**src/rtl/mac_cluster_seq.sv**
```systemverilog
// Job sequencer for one mac_cluster: CONFIG (cset) -> RUN (stream beats) -> DRAIN -> DONE. MAC_SEQ_PERF_EN adds stall/job counters.
// Latency: res_valid from t(2+len+PIPE_LAT) with continuous operands; op and result ports are valid/ready, bubbles freeze the cluster.
module mac_cluster_seq #(
    parameter int MAC_CONF_WIDTH = 4,
    parameter int MAC_MIN_WIDTH  = 8,
    parameter int MAC_ACC_WIDTH  = 32,
    parameter int LEN_WIDTH      = 8,
    parameter int PIPE_LAT       = 3
) (
    input  logic                                     clk,
    input  logic                                     rst,
    input  logic                                     job_valid,
    output logic                                     job_ready,
    input  logic [4*MAC_ACC_WIDTH+MAC_CONF_WIDTH-1:0] job_cfg,
    input  logic [LEN_WIDTH-1:0]                     job_len,
    input  logic                                     op_valid,
    output logic                                     op_ready,
    input  logic [4*MAC_MIN_WIDTH-1:0]               op_a,
    input  logic [4*MAC_MIN_WIDTH-1:0]               op_b,
    output logic                                     mac_en,
    output logic                                     mac_cset,
    output logic [4*MAC_ACC_WIDTH+MAC_CONF_WIDTH-1:0] mac_cfg,
    output logic [4*MAC_MIN_WIDTH-1:0]               mac_a,
    output logic [4*MAC_MIN_WIDTH-1:0]               mac_b,
    input  logic [4*MAC_ACC_WIDTH-1:0]               mac_out,
    output logic                                     res_valid,
    input  logic                                     res_ready,
    output logic [4*MAC_ACC_WIDTH-1:0]               res_data,
    output logic                                     busy
`ifdef MAC_SEQ_PERF_EN
    ,
    output logic [31:0]                              perf_stall,
    output logic [15:0]                              perf_jobs
`endif
);

    localparam int CFG_W = 4*MAC_ACC_WIDTH + MAC_CONF_WIDTH;
    localparam int OP_W  = 4*MAC_MIN_WIDTH;
    localparam int RES_W = 4*MAC_ACC_WIDTH;
    localparam int DRN_W = (PIPE_LAT > 1) ? $clog2(PIPE_LAT) : 1;
    localparam logic [DRN_W-1:0] DRAIN_LOAD = DRN_W'(PIPE_LAT - 1);

    typedef enum logic [2:0] {
        S_IDLE,
        S_CONFIG,
        S_RUN,
        S_DRAIN,
        S_DONE
    } state_e;

    state_e               state_q, state_d;
    logic [LEN_WIDTH-1:0] beat_q,  beat_d;
    logic [DRN_W-1:0]     drain_q, drain_d;
    logic [CFG_W-1:0]     cfg_q,   cfg_d;
    logic [RES_W-1:0]     res_q,   res_d;

    always_ff @(posedge clk) begin
        if (!rst) begin
            state_q <= S_IDLE;
            beat_q  <= '0;
            drain_q <= '0;
            cfg_q   <= '0;
            res_q   <= '0;
        end else begin
            state_q <= state_d;
            beat_q  <= beat_d;
            drain_q <= drain_d;
            cfg_q   <= cfg_d;
            res_q   <= res_d;
        end
    end

    always_comb begin
        state_d   = state_q;
        beat_d    = beat_q;
        drain_d   = drain_q;
        cfg_d     = cfg_q;
        res_d     = res_q;
        job_ready = 1'b0;
        op_ready  = 1'b0;
        mac_en    = 1'b0;
        mac_cset  = 1'b0;
        mac_a     = '0;
        mac_b     = '0;
        res_valid = 1'b0;

        case (state_q)
            S_IDLE: begin
                job_ready = 1'b1;
                if (job_valid) begin
                    cfg_d   = job_cfg;
                    beat_d  = job_len;
                    state_d = S_CONFIG;
                end
            end
            S_CONFIG: begin
                mac_cset = 1'b1;
                // An empty job reports its initial accumulators unchanged.
                if (beat_q == '0) begin
                    res_d   = cfg_q[CFG_W-1:MAC_CONF_WIDTH];
                    state_d = S_DONE;
                end else begin
                    state_d = S_RUN;
                end
            end
            S_RUN: begin
                op_ready = 1'b1;
                mac_a    = op_a;
                mac_b    = op_b;
                mac_en   = op_valid;
                if (op_valid) begin
                    beat_d = beat_q - 1'b1;
                    if (beat_q == LEN_WIDTH'(1)) begin
                        drain_d = DRAIN_LOAD;
                        state_d = S_DRAIN;
                    end
                end
            end
            S_DRAIN: begin
                // Zero operands push the last real beat out; the final cycle captures with en low.
                if (drain_q != '0) begin
                    mac_en  = 1'b1;
                    drain_d = drain_q - 1'b1;
                end else begin
                    res_d   = mac_out;
                    state_d = S_DONE;
                end
            end
            S_DONE: begin
                res_valid = 1'b1;
                if (res_ready) begin
                    state_d = S_IDLE;
                end
            end
            default: begin
                state_d = S_IDLE;
            end
        endcase
    end

    assign mac_cfg  = cfg_q;
    assign res_data = res_q;
    assign busy     = (state_q != S_IDLE);

`ifdef MAC_SEQ_PERF_EN
    logic [31:0] stall_q;
    logic [15:0] jobs_q;

    always_ff @(posedge clk) begin
        if (!rst) begin
            stall_q <= '0;
            jobs_q  <= '0;
        end else begin
            if (state_q == S_RUN && !op_valid && stall_q != '1) begin
                stall_q <= stall_q + 1'b1;
            end
            if (state_q == S_DONE && res_ready && jobs_q != '1) begin
                jobs_q <= jobs_q + 1'b1;
            end
        end
    end

    assign perf_stall = stall_q;
    assign perf_jobs  = jobs_q;
`endif

endmodule

```
**config.mk**
```make
export PLATFORM = sky130hd
export DESIGN_NAME = mac_cluster_seq
export DESIGN_NICKNAME = d
export VERILOG_FILES = /design/src/rtl/mac_cluster_seq.sv
export SDC_FILE = /design/constraint.sdc
export NUM_CORES = 1
export LEC_CHECK = 0
export ABC_AREA = 1
export BUFFER_PORTS_ARGS = -buffer_cell sky130_fd_sc_hd__buf_2
export CORE_AREA = 2 2 261 263
export DETAILED_ROUTE_END_ITERATION = 16
export DIE_AREA = 0 0 263 265
export HOLD_SLACK_MARGIN = 0.15
export PLACE_DENSITY = 0.42
export SLEW_MARGIN = 20
export SYNTH_ARGS = -nofsm -noshare
export SYNTH_HDL_FRONTEND = slang
export SYNTH_SLANG_ARGS = --single-unit
export TNS_END_PERCENT = 50
```
**constraint.sdc**
```tcl
create_clock -name clk -period 2.3 [get_ports clk]
set_clock_uncertainty 0.15 [all_clocks]
set_input_delay 0.23 -clock clk [delete_from_list [all_inputs] [get_ports clk]]
set_output_delay 0.23 -clock clk [all_outputs]
set_load 0.005 [all_outputs]
```
=== Word level (Yosys, flattened, before mapping) ===
Index checks and enable logic that the tools add are counted.

* Output and inout bits: 330
* Word-level logic and storage cells: 56
* Register bits: 273
* Bits of input ports: 337

* Multiplexer cells: 25
* Reductions and logical operators: 12
* Eq/ne operators: 12
* $add $sub $neg: 2

{| class="wikitable"
|+ Operator list
! kind !! count
|-
| $mux 128 || 2
|-
| $pmux 128 s2 || 1
|-
| $mux 32 || 2
|-
| $mux 3 || 6
|-
| $mux 8 || 2
|-
| $pmux 8 s2 || 1
|-
| $pmux 3 s5 || 1
|-
| $ne 2x2->1 const B || 7
|-
| $eq 8x1->1 const B || 1
|-
| $logic_not 8->1 || 1
|-
| $reduce_bool 2->1 || 4
|-
| $sub 8x1->8 const B || 1
|-
| $eq 3x2->1 const B || 2
|-
| $mux 2 || 3
|-
| $reduce_and 3->1 || 2
|-
| $mux 1 || 5
|-
| $reduce_and 5->1 || 1
|-
| $pmux 2 s2 || 1
|-
| $reduce_and 4->1 || 1
|-
| $eq 3x1->1 const B || 1
|-
| $eq 3x3->1 const B || 1
|-
| $logic_not 3->1 || 1
|-
| $reduce_bool 3->1 || 1
|-
| $pmux 1 s2 || 1
|-
| other kinds (2) || 2
|}

=== Longest topological paths before layout ===
Gate-level depths: netlist (run 1).

* Word-level depth: 4
* Depth in mapped cells: 11
* Gate-level depth less buffers: 10

=== Least setup slack after synthesis (run 1) ===
No wires, ideal clock.

* Kind: flip-flop to output port
* From: register state_q[2]
* To: output mac_a[0]
* Data required time: 1.920 ns
* Buffers on the path: 2
* Data arrival time: 1.265 ns
* Stages on the path, launching flop included: 6
* Setup slack: 0.655 ns
* Cells stage by stage: dfxtp_1 nor2_1 nand2_1 buf_2 buf_1 nor2_1

* Word-level cells in the longest chain between the ends: 2

{| class="wikitable"
|+ Ends and longest elaborated chain
! item !! RTL line !! text
|-
| start: declaration || 51 || <nowiki>state_e state_q, state_d;</nowiki>
|-
| start signal: assignment || 65 || <nowiki>state_q <= state_d;</nowiki>
|-
| $eq 3x2->1 || 87 || <nowiki>case (state_q)</nowiki>
|-
| $mux 32 || 87 ||
|-
| end: declaration || 23 || <nowiki>output logic [4*MAC_MIN_WIDTH-1:0] mac_a,</nowiki>
|}

Every way passes these cells.

=== Worst setup path after layout (run 1) ===
* From: register state_q[0]
* To: output busy

* Word-level cells in the longest chain between the ends: 1

{| class="wikitable"
|+ Ends and longest elaborated chain
! item !! RTL line !! text
|-
| $reduce_bool 3->1 || 143 || <nowiki>assign busy = (state_q != S_IDLE);</nowiki>
|-
| end: declaration || 29 || <nowiki>output logic busy</nowiki>
|}

Every way passes these cells.

==> results of run 1 <==
-- repair_timing --
action,4_1_cts,5_1_grt
hold endpoints to repair,273,0
gates resized for setup,3,4
gates cloned,0,1
pin swaps,0,0
buffers inserted,0,0
endpoints found under the setup margin,64,28
hold buffers,279,0
-- synth_stat cells --
cell	number	area, um^2
o21ai_0	101	505
dfxtp_1	273	5470
nor3_1	1	5.00
nand3_2	1	10.0
nand2_2	2	12.5
nor2_4	2	22.5
nor2_1	74	278
buf_2	61	305
o21ai_2	1	8.76
nand2_1	650	2440
nor3_2	1	10.0
buf_4	17	128
a21oi_1	272	1360
nand4_1	4	25.0
buf_1	7	26.3
inv_2	4	15.0
clkbuf_1	52	195
nand3_1	136	681
inv_1	131	492
nor2_2	2	12.5
ha_1	4	50.1
-- per-layer routing --
metal | vias up | part of all wire | routed length [um]
met3 | 116 | 0.066 | 3900
met2 | 499 | 0.47 | 27700
met5 | - | 0.00022 | 13
met1 | 6908 | 0.43 | 25200
met4 | 2 | 0.035 | 2070
li1 | 7484 | - | -
-- cell families (layout without fill, tap and decap cells) --
logic type | after synthesis | count (layout) | synth area share
compound gates | 374 | 374 | 0.156
simple gates | 873 | 873 | 0.290
other cells | 0 | 3 | 0
fa+ha+maj | 4 | 4 | 0.00415
buf+inv | 272 | 1180 | 0.0964
flops | 273 | 273 | 0.454
-- registers in the layout, summed over array words and instances (netlist names) --
name      flops
state_q       3
drain_q       2
beat_q        8
mac_cfg     132
res_data    128
-- critical path: stages (launching register included) --
cell     delay (ps)
dfxtp_1         370
inv_2           140
nand2_1         120
nor2_1          360
inv_1           180
buf_2           170
-- path summary, 6_finish.rpt --
path           startpoint      endpoint
min reg2reg  res_data[40]  res_data[40]
min          res_data[40]  res_data[40]
max reg2reg    state_q[0]    state_q[0]
max            state_q[0]          busy
-- area by class of cell --
cell class              instances  area (um^2)
fillers                      7308        46300
clock inverters                 9          153
clock buffers                  57         1120
repair buffers                979         6650
well taps                     873         1090
diodes                          3         7.51
inverters                     135          517
multi-input cells            1251         5470
flip-flops and latches        273         5470
-- metrics by stage --
| stage | utilization | cell area, um^2 |
|---|---|---|
| floorplan | - | 12000 |
| global placement | 0.245 | 16400 |
| detailed placement | 0.245 | 16400 |
| CTS | 0.306 | 20400 |
| global route | 0.307 | 20500 |
| finish | 0.307 | 20500 |
-- power by group through the flow --
stage,Sequential [mW],Combinational [mW],Clock [mW]
floorplan,6.31,4.33,0
global placement,6.32,7.82,0
detailed placement,6.33,7.83,0
CTS,6.26,8.29,6.32
global route,6.38,9.17,6.50
finish,6.26,8.24,6.10
==> run metrics, run 1 <==
critical path fanouts, max=5; io pins=between 600 and 700; Int Pwr=12.5 mW; Post-DP HPWL=41.1 mm; Net Sw Frac=0.394; final worst path period need=approximately 2300 ps; post-layout net count=a little over 3000; initial antenna violation count=3; final worst setup slack=49.0 ps; mapped cell area=around 12000 um^2; post-route ant nets=0; maximum clock frequency=between 400 and 500 MHz; Synth cell types=21; TNS Setup=0 ps; hold_ws=a little over 300 ps; clock sink count=between 200 and 300; Root Driver=clkbuf_16; register area share after synthesis=0.454; CP endpoint kind=primary output; worst endpoint data arrival time=approximately 1900 ps; die area=roughly 70000 um^2; M2 GR Usage=0.271; outcome=finished, final reports clean; required time of the critical path=1920 ps; die extent in x=263 um; layout cells sized above 1=0.286; Finished Layout Cells=about 3600; Most Crowded Layer GR=met2; P&R area growth vs syn=70.0%; first-pass GRT wire length=roughly 90 mm; Post-Syn Instances=~1800; Comb pwr share=0.400; commonest non-fill, non-tap cell in the layout=buf_2; type of the worst min-delay path=reg -> reg; R2R depth=7; CTS tree=done; max-slew violations=0; Routed WL=58.9 mm; vias per inst=4.19; PwrDens=1010 nW/um^2; htree depth=2; worst slew pin tran=553 ps; starting DRC count in detailed routing=between 700 and 800; clk buf depth=3; Max VDD drop=~0.00045 V; synthesized flop and latch total=273; commonest cells after routing, fill and taps aside=666 x buf_2, 649 x nand2_1, 279 x dlygate4sd3_1, 272 x a21oi_1, 271 x dfxtp_1; Slew headroom=0.632; Synth warnings=0; RSZ-0062 raised after global routing=no; PortBufs=between 600 and 700; DR WL/cell=16.5 um; largest net degree at the start of global routing=84; global-route met1 utilization=0.192; Reg clk slew, reported paths=roughly 50 ps; routability cong.=between 0.9 and 1; switching pwr=roughly 8.1 mW; Die Ht=265 um; Sequential Power Share=0.304; period utilization=0.979; Clock Latency Late Sink=around 540 ps; Tot GR Track Use=0.160; Placed Instances=about 3200; R2R setup slack=~160 ps; Mapped Nets=2137; leakage dissipation=9.83 nW; via count=15009; Syn Area/Cell=6.71 um^2; Clock power frac=0.296; vias in the first global route=15182; CORE AREA=66800 um^2; met3 Use GR=0.0418; Std-Cell Rows=95; Max Cap Viol=0; final setup fails=0; Worst setup SP type=flop; Initial Util=0.180; Setup Slack @ Placement=195 ps; CTS Buf Count=38; total power draw=around 20 mW; Hold Fails Final Rpt=0; Pre-antenna DRT Iters=5; GRT Residual Overflow=0; hold path depth=2; drt drc=0; CP Class=reg -> out
Note: power is estimated with default switching activity, not from simulation.
==> inputs of run 2 (changes only) <==
--- a/config.mk
+++ b/config.mk
@@ -12,6 +12,7 @@
 export DIE_AREA = 0 0 263 265
 export HOLD_SLACK_MARGIN = 0.15
 export PLACE_DENSITY = 0.42
+export RECOVER_POWER = 100
 export SLEW_MARGIN = 20
 export SYNTH_ARGS = -nofsm -noshare
 export SYNTH_HDL_FRONTEND = slang
==> run 2 against run 1 <==
  * Combinational power shrank 3.5%
  * Clock-buffer cell count is the same
  * Design area shrank 1.9%
  * First-iteration DRC count shrank 0.51%
  * Flip-flop and latch count is the same
  * Cell count is essentially flat
  * Non-clock buffer count is the same
  * Largest power group unchanged
==> run metrics, run 2 (same netlist as run 1, synthesis figures left out) <==
post-route ant nets=0 (unchanged); CP endpoint kind=primary output; R2R setup slack=180 ps (+20 ps); Reg clk slew, reported paths=50 ps (about the same); leakage dissipation=8.64 nW (-12%); Worst setup SP type=flop; P&R area growth vs syn=66.8%; clk buf depth=3 (unchanged); largest net degree at the start of global routing=84 (unchanged); first-pass GRT wire length=87.6 mm (unchanged); reg2reg end=res_data[65]; post-layout net count=3019 (unchanged); Hold Crit Start=res_data[122]; via count=14976 (-0.22%); critical path fanouts, max=56 (+51); outcome=finished, final reports clean; max-slew violations=0 (unchanged); required time of the critical path=1920 ps (about the same); Max Cap Viol=0 (unchanged); Max VDD drop=0.000456 V (+0.64%); GRT Residual Overflow=0 (unchanged); commonest non-fill, non-tap cell in the layout=nand2_1; Setup Fix Bufs, Post-CTS=0 (unchanged); initial antenna violation count=3 (unchanged); vias in the first global route=15182 (unchanged); starting DRC count in detailed routing=785 (-0.51%); final setup fails=0 (unchanged); final worst path period need=2190 ps (-61.5 ps); commonest cells after routing, fill and taps aside=649 x nand2_1, 378 x buf_2, 285 x clkbuf_1, 279 x dlygate4sd3_1, 272 x a21oi_1; WHS Endpoint=res_data[122]; Largest register FFs=132 (unchanged); Fillers=7425 (+1.6%); die area=69700 um^2 (unchanged); Routed WL=58.9 mm (about the same); Std-Cell Rows=95 (unchanged); Die Ht=265 um (unchanged); clock sink count=273 (unchanged); io pins=667 (unchanged); type of the worst min-delay path=reg -> reg; drt drc=0 (unchanged); hold path depth=2 (unchanged); Post-DP HPWL=41.1 mm (unchanged); CTS tree=done; TNS Setup=0 ps (unchanged); period utilization=0.952 (-0.0267); CTS Buf Count=38 (unchanged); layout cells sized above 1=0.184 (-0.102); Initial Util=0.180 (unchanged); maximum clock frequency=457 MHz (+2.8%); worst slew pin tran=774 ps (+222 ps); Hold Fails Final Rpt=0 (unchanged); R2R depth=9 (+2); routability cong.=0.902 (unchanged); Tot GR Track Use=0.160 (unchanged); die extent in x=263 um (unchanged); DR WL/cell=16.5 um (about the same); PortBufs=666 (unchanged); Slew headroom=0.484 (-0.148); Pre-antenna DRT Iters=5 (unchanged); worst endpoint data arrival time=1810 ps (-60 ps); CP Class=reg -> out; hold_ws=309 ps (+1.66 ps); vias per inst=4.18 (-0.19%); RSZ-0062 raised after global routing=no; Root Driver=clkbuf_16; PwrDens=1010 nW/um^2 (+0.54%); htree depth=2 (unchanged); CORE AREA=66800 um^2 (unchanged); Clock Latency Late Sink=540 ps (about the same); reg2reg start=state_q[0]
[run 2: changes by cell type in the layout (fill, tap and decap cells not counted), sizes merged]
| cell | delta |
|---|---|
| clkinvlp | +1 |
| clkbuf | +290 |
| diode | -1 |
| buf | -290 |
| clkinv | -1 |
[run 2: layer usage]
layer	up-vias	track usage	wire (um)
met5	-	0	13
met4	2	0.0627	2000
met3	109	0.0418	3910
met2	495	0.271	27800
met1	6883	0.192	25200
li1	7487	-	-
[run 2: worst max-delay path by stage]
stage,startpoint,endpoint,slack (ps),cells after the start
2_1_floorplan,state_q[2],mac_a[0],660,5
3_3_place_gp,state_q[1],mac_cfg[108],210,5
3_5_place_dp,state_q[1],mac_cfg[108],200,5
4_1_cts,state_q[2],mac_a[9],40,5
5_1_grt,state_q[1],mac_cfg[108],20,5
6_report,state_q[2],mac_a[9],110,5
[run 2: cell type report]
cell class | instances | area, um^2 | area share
Clock inverter | 9 | 153 | 0.00759
Tap cell | 873 | 1090 | 0.0543
Sequential cell | 273 | 5470 | 0.272
Clock buffer | 57 | 1120 | 0.0559
Antenna cell | 2 | 5.00 | 0.000249
Multi-Input combinational cell | 1251 | 5470 | 0.272
Inverter | 135 | 517 | 0.0257
Timing Repair Buffer | 979 | 6270 | 0.312
[run 2: what timing repair did]
action | 4_1_cts | 5_1_grt
setup endpoints to repair | 64 | 28
hold endpoints to repair | 273 | 0
hold buffers | 279 | 0
cloned | 0 | 1
resized for setup | 3 | 4
[run 2: critical path, cell delays in order, from the launching register on]
cell      delay (ps)
dfxtp_2          360
nor2_4           180
nand2_4          160
buf_12           230
nor2_1           130
clkbuf_1         180
[run 2: stage by stage]
stage / std cells / power, mW / area, um^2 / util / setup slack (ps)
global route: 3579 / 21.8 / 20100 / 0.301 / 20.3
global placement: 3231 / 14.1 / 16400 / 0.245 / 208
finish: 3579 / 20.3 / 20100 / 0.301 / 110
detailed placement: 3231 / 14.2 / 16400 / 0.245 / 195
CTS: 3576 / 20.9 / 20400 / 0.306 / 42.7
floorplan: 1796 / 10.6 / 12000 / - / 655
[run 2: where the power goes]
group | leakage [nW] | switching [mW] | internal [mW]
combinational | 5.79 | 5.22 | 2.73
clock | 0.627 | 2.29 | 3.81
sequential | 2.23 | 0.624 | 5.66
total | 8.64 | 8.13 | 12.2
==> inputs of run 3 (changes only) <==
--- a/config.mk
+++ b/config.mk
@@ -10,6 +10,7 @@
 export CORE_AREA = 2 2 261 263
 export DETAILED_ROUTE_END_ITERATION = 16
 export DIE_AREA = 0 0 263 265
+export GPL_TIMING_DRIVEN = 0
 export HOLD_SLACK_MARGIN = 0.15
 export PLACE_DENSITY = 0.42
 export RECOVER_POWER = 100
==> run 3 against run 2 <==
  * Sequential power is essentially flat
  * Largest power group unchanged
  * Maximum frequency is 0.40% higher
  * Critical path type unchanged
  * Global-route usage up 2.1 points
==> run metrics, run 3 (same netlist as run 1, synthesis figures left out) <==
metal3 WL=3.80 mm (-2.9%); commonest non-fill, non-tap cell in the layout=nand2_1; htree depth=2 (unchanged); final setup fails=0 (unchanged); leakage dissipation=8.98 nW (+3.9%); CTS tree=done; post-layout net count=3124 (+3.5%); CP endpoint kind=primary output; max layer used=met4; starting DRC count in detailed routing=795 (+1.3%); Fillers=7531 (+1.4%); max incr delay on CP=370 ps (about the same); metal2 WL=31.6 mm (+14%); total power draw=20.9 mW (+3.0%); Setup Slack @ Placement=-370 ps (-565 ps); Max VDD drop=0.000410 V (-10%); period utilization=0.948 (-0.00382); Initial Util=0.180 (unchanged); critical path fanouts, max=10 (-82%); commonest cells after routing, fill and taps aside=649 x nand2_1, 461 x buf_2, 294 x clkbuf_1, 276 x dlygate4sd3_1, 272 x a21oi_1; outcome=finished, final reports clean; die area=69700 um^2 (unchanged); PwrDens=1030 nW/um^2 (+1.7%); PortBufs=666 (unchanged); clk buf depth=3 (unchanged); vias in the first global route=15955 (+5.1%); die extent in x=263 um (unchanged); maximum clock frequency=459 MHz (+0.40%); post-route ant nets=0 (unchanged); P&R area growth vs syn=69.1%; layout cells sized above 1=0.212 (+0.0280); Pre-antenna DRT Iters=7 (+2); initial antenna violation count=4 (+1); Post-DP HPWL=51.2 mm (+24%); final worst setup slack=119 ps (+8.79 ps); CORE AREA=66800 um^2 (unchanged); Post-Route M1 WL=28.4 mm (+13%); worst endpoint data arrival time=1800 ps (about the same); Hold Fails Final Rpt=0 (unchanged); max-slew violations=0 (unchanged); required time of the critical path=1920 ps (about the same); GRT Residual Overflow=0 (unchanged); Slew headroom=0.354 (-0.130); Clock Latency Late Sink=550 ps (about the same); critical path, cell by cell=nor2_4 > nand2_4 > buf_6 > buf_4 > nor2_1 > buf_2; Root Driver=clkbuf_16; Max Cap Viol=0 (unchanged); Worst setup SP type=flop; io pins=667 (unchanged); via count=15622 (+4.3%); type of the worst min-delay path=in -> reg; routability cong.=0.913 (+1.2%); final worst path period need=2180 ps (-8.79 ps); Tot GR Track Use=0.181 (+0.0210); first-pass GRT wire length=97.2 mm (+11%); CP bufs+invs=3 (+1); clock sink count=273 (unchanged); vias per inst=4.24 (+1.3%); drt drc=0 (unchanged); Reg clk slew, reported paths=60 ps (about the same); Routed WL=65.6 mm (+11%); CTS Buf Count=37 (-2.6%); CP Class=reg -> out; Largest register FFs=132 (unchanged); delay-heaviest family, CP=buffers and inverters; DR WL/cell=17.8 um (+8.1%); Std-Cell Rows=95 (unchanged); slowest cell on the critical path=dfxtp_2; worst slew pin tran=970 ps (+195 ps); largest net degree at the start of global routing=20 (-76%); Die Ht=265 um (unchanged)
run 3: cell types whose count changed in the layout (fill, tap and decap cells not counted), sizes merged, moves of 2 or more:
cell	previous run	this run
buf	409	499
clkbuf	348	357
clkinv	5	8
clkinvlp	1	3
diode	2	4
dlygate4sd3	279	276
inv	134	137
run 3: final timing paths:
kind                  from            end  slack (ps)  cells past startpoint
min            mac_out[87]   res_data[87]         190                      5
max reg2reg     state_q[2]      beat_q[2]         140                      8
min reg2reg  res_data[122]  res_data[122]         310                      2
max             state_q[2]      mac_a[23]         120                      6
run 3: layout make-up:
cell class,instances,area [um^2],area share
diodes,4,10.0,0.000491
well taps,873,1090,0.0536
inverters,135,509,0.0250
clock buffers,47,1020,0.0502
flip-flops and latches,273,5470,0.268
multi-input cells,1251,5470,0.269
clock inverters,18,241,0.0119
plain buffers,135,708,0.0348
repair buffers,950,5850,0.287
run 3: what timing repair did:
item,4_1_cts,5_1_grt
hold buffers,276,0
endpoints found under the hold margin,272,0
setup buffers,2,6
setup endpoints to repair,237,161
resized for setup,28,18
pin swaps,2,3
run 3: stage by stage:
stage	area, um^2	util	instances	setup TNS (ps)	hold WS (ps)
finish	20400	0.305	3686	0	187
CTS	20600	0.308	3676	-43.0	159
global placement	16500	0.247	3335	-37910	296
detailed placement	16500	0.247	3335	-29520	298
global route	20400	0.305	3684	-46.1	167
floorplan	12000	-	1796	0	224
run 3: worst reg2reg max path, cell delays in order, from the launching register on:
cell,delay (ps)
dfxtp_2,370
nor2_4,160
buf_4,140
nand3_4,140
nand2_1,140
buf_2,210
nand2_1,80
dlygate4sd3_1,560
a21oi_1,140
run 3: where the power goes:
group          internal, mW  total [mW]  switching (mW)
sequential             5.65        6.26           0.609
clock                  3.72        6.11            2.39
combinational          2.98        8.57            5.59
run 3: per-layer routing:
metal | track usage | up-vias
li1 | - | 7708
met1 | 0.223 | 7307
met2 | 0.314 | 504
met3 | 0.0377 | 103
met4 | 0.0547 | 0
met5 | 0 | -
